**src/rtl/arb_pkg.sv**
```systemverilog
// Shared types for the memory port arbiter: FSM states, requester side,
// and the request record captured by each holding slot.
package arb_pkg;

   localparam int ADDR_W  = 32;
   localparam int DATA_W  = 32;
   localparam int TRD_W   = 3;
   localparam int NUM_TRD = 8;

   typedef enum logic [1:0] {
      IDLE  = 2'd0,
      ISSUE = 2'd1,
      WAIT  = 2'd2,
      RESP  = 2'd3
   } state_e;

   typedef enum logic {
      SIDE_I = 1'b0,
      SIDE_D = 1'b1
   } side_e;

   typedef struct packed {
      logic [ADDR_W-1:0] addr;
      logic [TRD_W-1:0]  trd;
      logic              wr;
      logic [DATA_W-1:0] wdata;
   } req_t;

   function automatic logic addr_bad(input logic [ADDR_W-1:0] addr,
                                     input logic [ADDR_W-1:0] limit);
      return (addr >= limit) || (addr[1:0] != 2'b00);
   endfunction

   function automatic logic [NUM_TRD-1:0] trd_onehot(input logic [TRD_W-1:0] trd);
      logic [NUM_TRD-1:0] v;
      v      = '0;
      v[trd] = 1'b1;
      return v;
   endfunction

endpackage

```
**src/rtl/req_slot.sv**
```systemverilog
// One-entry request holding register with a valid/ready handshake.
// The slot stays full from acceptance until the arbiter clears it.
module req_slot
   import arb_pkg::*;
(
   input  logic clk,
   input  logic rst_n,
   input  logic req_valid,
   output logic req_ready,
   input  req_t req_in,
   input  logic clear,
   output logic accept,
   output logic full,
   output req_t slot
);

   logic full_q, full_d;
   req_t slot_q, slot_d;

   assign req_ready = rst_n & ~full_q;
   assign full      = full_q;
   assign slot      = slot_q;

   always_comb begin
      accept = req_valid & req_ready;
      full_d = full_q;
      slot_d = slot_q;
      if (clear) begin
         full_d = 1'b0;
      end
      if (accept) begin
         full_d = 1'b1;
         slot_d = req_in;
      end
   end

   always_ff @(posedge clk) begin
      if (!rst_n) begin
         full_q <= 1'b0;
         slot_q <= '0;
      end else begin
         full_q <= full_d;
         slot_q <= slot_d;
      end
   end

endmodule

```
**src/rtl/mem_port_arbiter.sv**
```systemverilog
// Round-robin arbiter sharing one memory port between the instruction and
// data refill paths, with per-thread miss tracking and local segfault checks.
module mem_port_arbiter
   import arb_pkg::*;
#(
   parameter logic [31:0] MEM_BYTES = 32'h0001_0000,
   parameter int unsigned TIMEOUT   = 64
) (
   input  logic        clk,
   input  logic        rst_n,
   input  logic        ireq_valid,
   output logic        ireq_ready,
   input  logic [31:0] ireq_addr,
   input  logic [2:0]  ireq_trd,
   input  logic        dreq_valid,
   output logic        dreq_ready,
   input  logic [31:0] dreq_addr,
   input  logic        dreq_wr,
   input  logic [31:0] dreq_wdata,
   input  logic [2:0]  dreq_trd,
   output logic        iresp_valid,
   output logic [31:0] iresp_data,
   output logic [2:0]  iresp_trd,
   output logic        iresp_segfault,
   output logic        dresp_valid,
   output logic [31:0] dresp_data,
   output logic [2:0]  dresp_trd,
   output logic        dresp_segfault,
   output logic        mem_req,
   output logic        mem_we,
   output logic [31:0] mem_addr,
   output logic [31:0] mem_wdata,
   input  logic        mem_gnt,
   input  logic        mem_rvalid,
   input  logic [31:0] mem_rdata,
   output logic [7:0]  miss_trd,
   output logic        mem_timeout
);

   localparam int CNT_W = $clog2(TIMEOUT + 1);

   req_t i_req_in, d_req_in, i_slot, d_slot, sel_slot, pick_slot;
   logic i_full, d_full, i_accept, d_accept, i_clear, d_clear;

   state_e state_q, state_d;
   side_e  sel_q, sel_d, last_gnt_q, last_gnt_d, pick;
   logic [CNT_W-1:0] cnt_q, cnt_d, cnt_inc;

   logic        mem_req_q, mem_req_d, mem_we_q, mem_we_d;
   logic [31:0] mem_addr_q, mem_addr_d, mem_wdata_q, mem_wdata_d;
   logic        timeout_q, timeout_d;
   logic [7:0]  miss_q, miss_d, miss_set, miss_clr;

   logic        rsp_go, rsp_seg;
   side_e       rsp_side;
   logic [2:0]  rsp_trd;
   logic [31:0] rsp_data;

   logic        ivalid_q, ivalid_d, iseg_q, iseg_d;
   logic [31:0] idata_q, idata_d;
   logic [2:0]  itrd_q, itrd_d;
   logic        dvalid_q, dvalid_d, dseg_q, dseg_d;
   logic [31:0] ddata_q, ddata_d;
   logic [2:0]  dtrd_q, dtrd_d;

   assign i_req_in = '{addr: ireq_addr, trd: ireq_trd, wr: 1'b0, wdata: 32'h0};
   assign d_req_in = '{addr: dreq_addr, trd: dreq_trd, wr: dreq_wr, wdata: dreq_wdata};

   req_slot u_islot (
      .clk       (clk),
      .rst_n     (rst_n),
      .req_valid (ireq_valid),
      .req_ready (ireq_ready),
      .req_in    (i_req_in),
      .clear     (i_clear),
      .accept    (i_accept),
      .full      (i_full),
      .slot      (i_slot)
   );

   req_slot u_dslot (
      .clk       (clk),
      .rst_n     (rst_n),
      .req_valid (dreq_valid),
      .req_ready (dreq_ready),
      .req_in    (d_req_in),
      .clear     (d_clear),
      .accept    (d_accept),
      .full      (d_full),
      .slot      (d_slot)
   );

   assign sel_slot = (sel_q == SIDE_I) ? i_slot : d_slot;
   assign i_clear  = (state_q == RESP) && (sel_q == SIDE_I);
   assign d_clear  = (state_q == RESP) && (sel_q == SIDE_D);

   // On a tie the side that did not win last time gets the port.
   always_comb begin
      if (i_full && d_full) begin
         pick = (last_gnt_q == SIDE_I) ? SIDE_D : SIDE_I;
      end else if (i_full) begin
         pick = SIDE_I;
      end else begin
         pick = SIDE_D;
      end
      pick_slot = (pick == SIDE_I) ? i_slot : d_slot;
   end

   always_comb begin
      state_d     = state_q;
      sel_d       = sel_q;
      last_gnt_d  = last_gnt_q;
      cnt_d       = cnt_q;
      cnt_inc     = cnt_q + CNT_W'(1);
      mem_req_d   = 1'b0;
      mem_we_d    = 1'b0;
      mem_addr_d  = 32'h0;
      mem_wdata_d = 32'h0;
      timeout_d   = timeout_q;
      rsp_go      = 1'b0;
      rsp_seg     = 1'b0;
      rsp_side    = sel_q;
      rsp_trd     = sel_slot.trd;
      rsp_data    = 32'h0;

      case (state_q)
         IDLE: begin
            if (i_full || d_full) begin
               sel_d = pick;
               if (addr_bad(pick_slot.addr, MEM_BYTES)) begin
                  state_d  = RESP;
                  rsp_go   = 1'b1;
                  rsp_seg  = 1'b1;
                  rsp_side = pick;
                  rsp_trd  = pick_slot.trd;
               end else begin
                  state_d     = ISSUE;
                  mem_req_d   = 1'b1;
                  mem_we_d    = pick_slot.wr;
                  mem_addr_d  = pick_slot.addr;
                  mem_wdata_d = pick_slot.wdata;
               end
            end
         end
         ISSUE: begin
            if (mem_gnt) begin
               state_d = WAIT;
               cnt_d   = '0;
            end else begin
               mem_req_d   = 1'b1;
               mem_we_d    = sel_slot.wr;
               mem_addr_d  = sel_slot.addr;
               mem_wdata_d = sel_slot.wdata;
            end
         end
         WAIT: begin
            cnt_d = cnt_inc;
            if (mem_rvalid) begin
               state_d  = RESP;
               rsp_go   = 1'b1;
               rsp_data = sel_slot.wr ? 32'h0 : mem_rdata;
            end else if (cnt_inc == CNT_W'(TIMEOUT)) begin
               state_d   = RESP;
               rsp_go    = 1'b1;
               rsp_seg   = 1'b1;
               timeout_d = 1'b1;
            end
         end
         RESP: begin
            last_gnt_d = sel_q;
            state_d    = IDLE;
         end
         default: state_d = IDLE;
      endcase
   end

   // Response registers pulse for exactly the one cycle spent in RESP.
   always_comb begin
      ivalid_d = 1'b0;
      idata_d  = 32'h0;
      itrd_d   = 3'h0;
      iseg_d   = 1'b0;
      dvalid_d = 1'b0;
      ddata_d  = 32'h0;
      dtrd_d   = 3'h0;
      dseg_d   = 1'b0;
      if (rsp_go) begin
         if (rsp_side == SIDE_I) begin
            ivalid_d = 1'b1;
            idata_d  = rsp_data;
            itrd_d   = rsp_trd;
            iseg_d   = rsp_seg;
         end else begin
            dvalid_d = 1'b1;
            ddata_d  = rsp_data;
            dtrd_d   = rsp_trd;
            dseg_d   = rsp_seg;
         end
      end

      miss_set = '0;
      if (i_accept) begin
         miss_set = miss_set | trd_onehot(ireq_trd);
      end
      if (d_accept) begin
         miss_set = miss_set | trd_onehot(dreq_trd);
      end
      miss_clr = (state_q == RESP) ? trd_onehot(sel_slot.trd) : 8'h00;
      miss_d   = (miss_q & ~miss_clr) | miss_set;
   end

   always_ff @(posedge clk) begin
      if (!rst_n) begin
         state_q     <= IDLE;
         sel_q       <= SIDE_I;
         last_gnt_q  <= SIDE_D;
         cnt_q       <= '0;
         mem_req_q   <= 1'b0;
         mem_we_q    <= 1'b0;
         mem_addr_q  <= 32'h0;
         mem_wdata_q <= 32'h0;
         timeout_q   <= 1'b0;
         miss_q      <= 8'h00;
         ivalid_q    <= 1'b0;
         idata_q     <= 32'h0;
         itrd_q      <= 3'h0;
         iseg_q      <= 1'b0;
         dvalid_q    <= 1'b0;
         ddata_q     <= 32'h0;
         dtrd_q      <= 3'h0;
         dseg_q      <= 1'b0;
      end else begin
         state_q     <= state_d;
         sel_q       <= sel_d;
         last_gnt_q  <= last_gnt_d;
         cnt_q       <= cnt_d;
         mem_req_q   <= mem_req_d;
         mem_we_q    <= mem_we_d;
         mem_addr_q  <= mem_addr_d;
         mem_wdata_q <= mem_wdata_d;
         timeout_q   <= timeout_d;
         miss_q      <= miss_d;
         ivalid_q    <= ivalid_d;
         idata_q     <= idata_d;
         itrd_q      <= itrd_d;
         iseg_q      <= iseg_d;
         dvalid_q    <= dvalid_d;
         ddata_q     <= ddata_d;
         dtrd_q      <= dtrd_d;
         dseg_q      <= dseg_d;
      end
   end

   assign mem_req        = mem_req_q;
   assign mem_we         = mem_we_q;
   assign mem_addr       = mem_addr_q;
   assign mem_wdata      = mem_wdata_q;
   assign mem_timeout    = timeout_q;
   assign miss_trd       = miss_q;
   assign iresp_valid    = ivalid_q;
   assign iresp_data     = idata_q;
   assign iresp_trd      = itrd_q;
   assign iresp_segfault = iseg_q;
   assign dresp_valid    = dvalid_q;
   assign dresp_data     = ddata_q;
   assign dresp_trd      = dtrd_q;
   assign dresp_segfault = dseg_q;

endmodule

```
**config.mk**
```make
export PLATFORM = sky130hd
export DESIGN_NAME = mem_port_arbiter
export DESIGN_NICKNAME = d
export VERILOG_FILES = /design/src/rtl/arb_pkg.sv /design/src/rtl/req_slot.sv /design/src/rtl/mem_port_arbiter.sv
export SDC_FILE = /design/constraint.sdc
export NUM_CORES = 1
export LEC_CHECK = 0
export BUFFER_PORTS_ARGS = -buffer_cell sky130_fd_sc_hd__buf_2
export CAP_MARGIN = 20
export CORE_ASPECT_RATIO = 0.8
export CORE_MARGIN = 5
export CORE_UTILIZATION = 46
export DETAILED_ROUTE_END_ITERATION = 16
export GPL_TIMING_DRIVEN = 0
export PLACE_DENSITY = 0.82
export SKIP_LAST_GASP = 1
export SLEW_MARGIN = 20
export SYNTH_ARGS = -nofsm -noshare
export SYNTH_HDL_FRONTEND = slang
export SYNTH_SLANG_ARGS = --single-unit
```
**constraint.sdc**
```tcl
create_clock -name clk -period 1.95 [get_ports clk]
set_input_delay 0.0975 -clock clk [delete_from_list [all_inputs] [get_ports clk]]
set_output_delay 0.0975 -clock clk [all_outputs]
set_load 0.02 [all_outputs]
```
### Word-level counts from Yosys, hierarchy flattened

Cells that the tools add are included.

| word-level totals | value |
|---|---|
| word-level logic and storage cells | 135 |
| output and inout port bits | 151 |
| flip-flop bits (word level) | 265 |

| cells by class | value |
|---|---|
| reduce and logical (&&, ||, !) cells | 20 |
| $add $sub $neg | 1 |
| magnitude comparators | 7 |
| eq/ne operators | 7 |
| mux-type cells | 60 |
| bitwise operators | 14 |

Operators by type and width:

| operator | count |
|---|---|
| $mux 32 | 9 |
| $mux 68 | 2 |
| $pmux 32 s2 | 2 |
| $ge 32x17->1 const B | 1 |
| $mux 1 | 26 |
| $mux 8 | 3 |
| $or 8x8->8 | 2 |
| $pmux 7 s2 | 1 |
| $lt 3x4->1 const B | 3 |
| $mux 2 | 5 |
| $demux 1 s3 | 3 |
| $ge 3x1->1 const B | 3 |
| $mux 3 | 3 |
| $reduce_and 3->1 | 3 |
| $and 8x8->8 | 1 |
| $not 8->8 | 1 |
| $pmux 1 s2 | 4 |
| $pmux 2 s4 | 1 |
| $reduce_bool 2->1 | 4 |
| $add 7x1->7 const B | 1 |
| $eq 7x7->1 const B | 1 |
| $mux 7 | 1 |
| $logic_and 1x1->1 | 6 |
| $not 1->1 | 6 |
| 9 further kinds | 17 |

### Depth between registers and ports, before layout

Gate-level depths: netlist of run 1.

| logic depth | value |
|---|---|
| word-level depth | 10 |
| depth in mapped cells | 10 |

### Modules after synthesis

From an unflattened synthesis of run 1, not the netlist that was laid out.

| unflattened totals | value |
|---|---|
| cells, all modules | 1,162 |
| area total of the unflattened synthesis | 11,058.1 µm² |

Modules (own cells, without submodules):

| module | seq. area each (µm²) | cells an instance | area each (µm²) | times used |
|---|---|---|---|---|
| mem_port_arbiter | 3,203.1 | 560 | 5,550.3 | 1 |
| req_slot | 1,381.3 | 301 | 2,753.9 | 2 |

### Worst setup path after synthesis of run 1

No wires, ideal clock.

| timing | value |
|---|---|
| kind | register to register |
| from | register state_q[0] |
| to | register dvalid_q, in the netlist dresp_valid |
| stages on the path, launching flop included | 10 |
| setup time | 0.126 ns |
| arrival | 1.808 ns |
| path buffers | 3 |
| required time | 1.824 ns |
| path slack | 0.016 ns |
| cells stage by stage | dfxtp_1 -> inv_1 -> ha_1 -> nor2b_1 -> o211a_1 -> clkbuf_1 -> a211o_1 -> buf_6 -> buf_6 -> nor2_2 |

| between the ends | value |
|---|---|
| cells in the longest elaborated chain, start to end | 3 |
| elaborated cells on any way between the ends | 6 |
| those cells by class | eq/ne: 1; mux: 3; reduce/logical: 2 |

Ends and longest elaborated chain:

| item | RTL line | text |
|---|---|---|
| start, declared | mem_port_arbiter.sv:45 | `state_e state_q, state_d;` |
| start signal, assigned | mem_port_arbiter.sv:233 | `state_q <= state_d;` |
| $eq 2x2->1 / $logic_not 2->1 (equally long branches) | mem_port_arbiter.sv:126 | `case (state_q)` |
| $pmux 1 s2 / $mux 1 (equally long branches) | mem_port_arbiter.sv:126 |  |
| $reduce_and 2->1 (no source line) / $mux 1 (equally long branches) | n/a |  |
| end signal, assigned | mem_port_arbiter.sv:247 | `dvalid_q <= dvalid_d;` |
| end, declared | mem_port_arbiter.sv:62 | `logic dvalid_q, dvalid_d, dseg_q, dseg_d;` |

Parallel ways exist; a longest one is shown, timed or not.
A chain may end at the register's enable or synchronous reset.

### Worst setup path after layout of run 1

| timing | value |
|---|---|
| from | register state_q[0] |
| to | register cnt_q[5] |

| between the ends | value |
|---|---|
| cells in the longest elaborated chain, start to end | 3 |
| elaborated cells on any way between the ends | 6 |
| those cells by class | eq/ne: 3; mux: 1; reduce/logical: 2 |

Ends and longest elaborated chain:

| item | RTL line | text |
|---|---|---|
| $eq 2x1->1 / $eq 2x2->1 (equally long branches) | mem_port_arbiter.sv:126 |  |
| $ne 2x2->1 (no source line) / $reduce_bool 2->1 (equally long branches) | n/a |  |
| $reduce_and 2->1 (no source line) | n/a |  |
| end signal, assigned | mem_port_arbiter.sv:236 | `cnt_q <= cnt_d;` |
| end, declared | mem_port_arbiter.sv:47 | `logic [CNT_W-1:0] cnt_q, cnt_d, cnt_inc;` |

Parallel ways exist; a longest one is shown, timed or not.

==> results.py, run 1 <==
metrics = {
    "layout": {
        "layout.nets": 1663,
        "layout_commonest_cell": "buf_2",
        "synthToLayoutAreaGrowth_pct": 48.8,
        "final_cell_mix": "buf_2, nand2_1, dfxtp_1",
        "fillCellCount": 1412,
        "drive_gt1_share_pct": 30.3,
    },
    "placed_design": {
        "hpwlAfterDp_um": 21100,
        "globalplace.congestion": 0.899,
        "portBuffers": 291,
        "place_ws_ns": -0.541,
    },
    "route": {
        "drc_errors": 0,
        "dr_total_vias": 9898,
        "via_per_inst": 5.47,
        "first_pass_iters": 6,
        "wl_per_cell_um": 18.6,
        "ant_nets": 0,
        "wl_um": 33800,
        "first_iter_violations": 1097,
    },
    "job": {
        "cap_violations": 0,
    },
    "timing": {
        "fin_ws_ns": -0.0920,
        "finalClockSkew_ns": 0.0202,
        "tightest_slew_ns": 0.762,
        "fin_crit_sh_pct": 105,
        "max_freq_mhz": 490,
        "hold_viol": 0,
        "max_slew_margin_pct": 49.2,
        "final-max-slew-violation-count": 0,
        "rsz0062_at_grt": "yes",
        "finalCriticalPeriod_ns": 2.04,
        "finalSetupViolCount": 23,
        "finalSetupTns_ns": -0.683,
    },
    "global_route": {
        "grt_util_met1_pct": 33.6,
        "grt-ovfl-total": 0,
        "grt_pass1_wl_um": 50700,
        "grtUsageMet2_pct": 43.5,
        "grt_busiest_layer": "met2",
        "grt_pass1_vias": 9769,
        "grt_use_total_pct": 26.5,
        "use_met3_pct": 4.28,
        "antenna_found_initial": 7,
        "grt_max_degree": 16,
    },
    "die": {
        "die_y_um": 138,
        "num_io_pins": 292,
        "core_mm2": 0.0205,
        "start_util_pct": 46.3,
        "die_area_mm2": 0.0236,
        "die_x_um": 171,
        "num_rows": 47,
    },
    "clocking": {
        "htreeDepth": 1,
        "clock_latency_ns": 0.54,
        "cts-root-buf": "clkbuf_16",
        "clk_path_buf_depth": 3,
        "cts_made_buffers": 26,
        "cts_tree": "yes",
        "cts.sinks": 265,
        "clkTransAtPathRegs_ns": 0.07,
    },
    "synthesis": {
        "synth-warning-count": 0,
        "synthesis.nets": 1198,
        "synthFlopType": "dfxtp_1",
        "synthCells": 1052,
        "synth_seq_cells": 265,
        "syn_area_mm2": 0.00949,
        "yosysUniqueCellTypes": 50,
        "synthArstFlopShare_pct": 0,
        "postSynthAreaPerCell_um2": 9.02,
        "synth_seq_area_share_pct": 55.9,
        "synth_edf_count": 0,
    },
    "pwr": {
        "p_leak_nw": 6.00,
        "p_per_area_mw_per_mm2": 1010,
        "max-vdd-ir-drop_uv": 776,
    },
    "critical_path": {
        "crit_type": "reg2reg",
        "timing.rr.start": "state_q[0]$_SDFFE_PN0P_",
        "crit_path_start_kind": "flop",
        "crit_chain": "inv_1, ha_2, clkbuf_2, o21ai_1, nand2_1, a21oi_1",
        "worstPathArrival_ns": 2.48,
        "required_ns": 2.38,
        "endpoint_kind": "flop",
        "cpMaxStageDelayCell": "o21ai_1",
        "critical-path-max-stage-delay_ns": 0.60,
        "cp_max_fo": 10,
        "crit_start": "state_q[0]$_SDFFE_PN0P_",
    },
    "min_path": {
        "hold_start": "mem_gnt",
        "hold_class": "in2reg",
    },
    "status": {
        "status": "finished, violations left",
        "violations": "negative setup slack",
    },
}
-- cells in the mapped netlist, types with 7 or more instances --
cell type / instances / area share (%)
nand2_1: 267 / 11
a21oi_1: 13 / 0.69
and2_1: 36 / 2.4
nor2b_1: 12 / 0.79
nor2_1: 53 / 2.1
o21ai_0: 111 / 5.9
nand3_1: 39 / 2.1
a22o_1: 14 / 1.3
clkbuf_1: 59 / 2.3
nor4_1: 8 / 0.53
nor2_4: 23 / 2.7
nor2_2: 7 / 0.46
inv_1: 7 / 0.28
o31ai_1: 34 / 2.7
mux2i_1: 23 / 2.4
nor3_1: 10 / 0.53
dfxtp_1: 265 / 56
-- power by group --
group          internal (W)  switching [W]  leakage (nW)  total [W]
Clock               0.00331        0.00219         0.457    0.00550
Combinational       0.00112        0.00179          3.39    0.00291
Sequential          0.00570       0.000193          2.16    0.00589
Total                0.0101        0.00417          6.00     0.0143
-- kinds of logic after synthesis --
group | Yosys count | share of synthesized area, %
and+or+nand+nor | 467 | 23.1
DFF | 265 | 55.9
AOI/OAI and AO/OA | 210 | 13.8
buffers and inverters | 80 | 3.75
muxes | 25 | 2.78
adders and majority gates | 5 | 0.660
-- per-layer routing --
metal  share of wire [%]  wire [µm]  vias to the layer above
met5               0.038         13                        -
met4                 5.5       1870                        2
met3                 9.0       3040                      162
met2                  47      16000                      640
met1                  38      12800                     4607
li1                    -          -                     4487
-- area by class of cell --
| cell class | count | area [µm²] | area share, % |
|---|---|---|---|
| Sequential cell | 265 | 5320 | 37.7 |
| Multi-Input combinational cell | 707 | 4110 | 29.1 |
| Timing Repair Buffer | 441 | 2960 | 21.0 |
| Clock buffer | 33 | 727 | 5.15 |
| Buffer | 69 | 399 | 2.83 |
| Tap cell | 269 | 337 | 2.38 |
| Clock inverter | 14 | 218 | 1.54 |
| Inverter | 7 | 26.3 | 0.186 |
| Antenna cell | 6 | 15.0 | 0.106 |
-- final timing paths --
check / endpoint / slack [ns] / cells after the start
worst max-delay path: cnt_q[5]$_SDFFE_PN0P_ / -0.09 / 6
worst min-delay path: state_q[0]$_SDFFE_PN0P_ / 0.05 / 4
worst max register to register: cnt_q[5]$_SDFFE_PN0P_ / -0.09 / 6
worst min register to register: mem_wdata[24]$_SDFF_PN0_ / 0.45 / 1
-- critical path: cells and delay by family (launching register included) --
family / cells / cell delay (ns)
AO/OA/AOI/OAI: 2 / 0.87
flip-flops: 1 / 0.37
buffers and inverters: 2 / 0.31
adder cells (fa/ha/maj): 1 / 0.22
AND/OR/NAND/NOR: 1 / 0.16
-- metrics by stage --
step	hold slack (ns)	instances	total power [W]	cell area, µm²	util [%]
2_1_floorplan	0.206	1052	0.00742	9490	-
3_3_place_gp	0.291	1612	0.00814	11300	55.1
3_5_place_dp	0.295	1612	0.00819	11300	55.1
4_1_cts	0.0384	1801	0.0140	13800	67.6
5_1_grt	0.0852	1811	0.0148	14100	69.0
6_report	0.0474	1811	0.0143	14100	69.0
-- repair_timing --
| action | in CTS | in global routing |
|---|---|---|
| resized for setup | 62 | 65 |
| pin swaps | 6 | 7 |
| endpoints found under the setup margin | 221 | 154 |
| hold buffers | 138 | 0 |
| endpoints found under the hold margin | 170 | 0 |
| gates cloned | 1 | 1 |
| setup buffers | 5 | 6 |
-- registers in the layout, summed over array words and instances, names as in the netlist, 2 cells and up --
name,cells
cnt_q,7
mem_wdata,32
dresp_data,32
u_dslot.slot,68
dresp_trd,3
state_q,2
miss_trd,8
u_islot.slot,35
mem_addr,32
iresp_data,32
iresp_trd,3
Note: power is estimated with default switching activity, not from simulation.
==> inputs of run 2 (changes only) <==
- SKIP_CTS_REPAIR_TIMING: unset -> 1
==> results.py, run 2 (synthesized netlist as in run 1, its figures left out) <==
metrics = {
    "timing": {
        "hold_viol": 1,
        "rsz0062_at_grt": "yes",
        "finalClockSkew_ns": 0.0154,
        "tightest_slew_ns": 0.778,
        "fin_ws_ns": -0.0299,
        "fin_crit_sh_pct": 102,
        "finalCriticalPeriod_ns": 1.98,
        "max_slew_margin_pct": 48.2,
        "finalSetupViolCount": 27,
        "max_freq_mhz": 505,
        "final-max-slew-violation-count": 0,
        "holdWs_ns": -0.0356,
    },
    "placed_design": {
        "place_area_mm2": 0.0113,
        "portBuffers": 291,
        "globalplace.congestion": 0.899,
        "hpwlAfterDp_um": 21100,
        "place_ws_ns": -0.541,
        "dp_cells": 1612,
    },
    "die": {
        "core_mm2": 0.0205,
        "die_y_um": 138,
        "num_rows": 47,
        "die_area_mm2": 0.0236,
        "die_x_um": 171,
        "num_io_pins": 292,
        "start_util_pct": 46.3,
    },
    "global_route": {
        "grt_max_degree": 16,
        "antenna_found_initial": 3,
        "grt_use_total_pct": 22.8,
        "grt_pass1_wl_um": 44100,
        "grt-ovfl-total": 0,
        "grt_pass1_vias": 8342,
    },
    "route": {
        "first_iter_violations": 993,
        "via_per_inst": 5.46,
        "ant_nets": 0,
        "wl_um": 33100,
        "dr_total_vias": 9828,
        "drc_errors": 0,
        "first_pass_iters": 5,
        "wl_per_cell_um": 18.4,
    },
    "pwr": {
        "p_leak_nw": 5.95,
        "max-vdd-ir-drop_uv": 832,
        "p_per_area_mw_per_mm2": 1020,
    },
    "layout": {
        "layout_commonest_cell": "buf_2",
        "design_area_mm2": 0.0140,
        "layout.nets": 1655,
        "final_cell_mix": "buf_2, nand2_1, dfxtp_1",
        "fin_cells": 1800,
        "synthToLayoutAreaGrowth_pct": 47.2,
        "largest_reg_flops": 68,
        "fin_util_pct": 68.2,
        "drive_gt1_share_pct": 30.0,
    },
    "min_path": {
        "hold_class": "in2reg",
        "min_to": "miss_trd[6]$_SDFF_PN0_",
        "min_path_cells": 4,
        "hold_start": "ireq_trd[0]",
    },
    "critical_path": {
        "r2r_slack_ns": -0.03,
        "worstPathArrival_ns": 2.45,
        "crit_chain": "nor4_2, nand2_2, o211a_4, a211o_1, buf_6, buf_12, nor2_4",
        "endpoint_kind": "flop",
        "cpMaxStageDelayCell": "nor4_2",
        "critical-path-max-stage-delay_ns": 0.38,
        "rr_endpoint": "dresp_data[15]$_SDFF_PN0_",
        "required_ns": 2.42,
        "crit_path_start_kind": "flop",
        "cp_max_fo": 10,
        "worstRegToRegCells": 7,
        "crit_type": "reg2reg",
        "timing.rr.start": "u_islot.slot[61]$_SDFFE_PN0P_",
    },
    "clocking": {
        "clk_path_buf_depth": 3,
        "htreeDepth": 1,
        "clkTransAtPathRegs_ns": 0.07,
        "cts-root-buf": "clkbuf_16",
        "cts_made_buffers": 26,
        "cts_tree": "yes",
        "clock_latency_ns": 0.54,
        "cts.sinks": 265,
    },
    "status": {
        "violations": "negative hold slack, negative setup slack",
        "status": "finished, violations left",
    },
    "job": {
        "cap_violations": 0,
    },
}
run 2: critical path, delay by kind of cell (launching register included):
kind / cells / cell delay, ns
simple gates: 3 / 0.67
buf+inv: 2 / 0.32
flops: 1 / 0.33
compound gates: 2 / 0.59
run 2: cell type report:
type	count	area, µm²
plain buffers	69	398
multi-input cells	707	4070
inverters	7	26.3
fillers	1448	6500
flip-flops and latches	265	5320
diodes	3	7.51
clock inverters	14	218
clock buffers	33	727
repair buffers	433	2860
well taps	269	337
run 2: layer usage:
layer  vias to the layer above  track usage, %  part of all wire [%]
met3                       152            3.20                   8.3
met1                      4599            32.1                    39
li1                       4468               -                     -
met2                       607            37.1                    48
met5                         -               0                 0.039
met4                         2            6.09                   5.0
run 2: where the power goes:
| group | switching [W] | internal (W) | leakage (nW) |
|---|---|---|---|
| Combinational | 0.00173 | 0.00105 | 3.33 |
| Clock | 0.00218 | 0.00331 | 0.457 |
| Sequential | 0.000196 | 0.00571 | 2.16 |
| Total | 0.00411 | 0.0101 | 5.95 |
run 2: how the worst max path moves through the flow:
| stage | start | endpoint | slack (ns) | cells after the start |
|---|---|---|---|---|
| global placement | state_q[1]$_SDFFE_PN0P_ | mem_addr[11]$_SDFF_PN0_ | -0.52 | 9 |
| detailed placement | state_q[0]$_SDFFE_PN0P_ | iresp_data[31]$_SDFF_PP0_ | -0.54 | 8 |
| global route | u_islot.slot[65]$_SDFFE_PN0P_ | dresp_data[9]$_SDFF_PN0_ | -0.09 | 8 |
| CTS | state_q[1]$_SDFFE_PN0P_ | mem_addr[10]$_SDFF_PN0_ | -0.58 | 9 |
| finish | u_islot.slot[61]$_SDFFE_PN0P_ | dresp_data[15]$_SDFF_PN0_ | -0.03 | 7 |
| floorplan | state_q[0]$_SDFFE_PN0P_ | dresp_valid$_SDFF_PN0_ | 0.02 | 9 |
run 2: per-stage QoR:
step / total power [W] / setup TNS [ns]
after floorplan: 0.00742 / 0
after global placement: 0.00814 / -65.24
after detailed placement: 0.00819 / -75.68
after CTS: 0.0136 / -79.41
after global routing: 0.0147 / -2.98
final: 0.0142 / -0.363
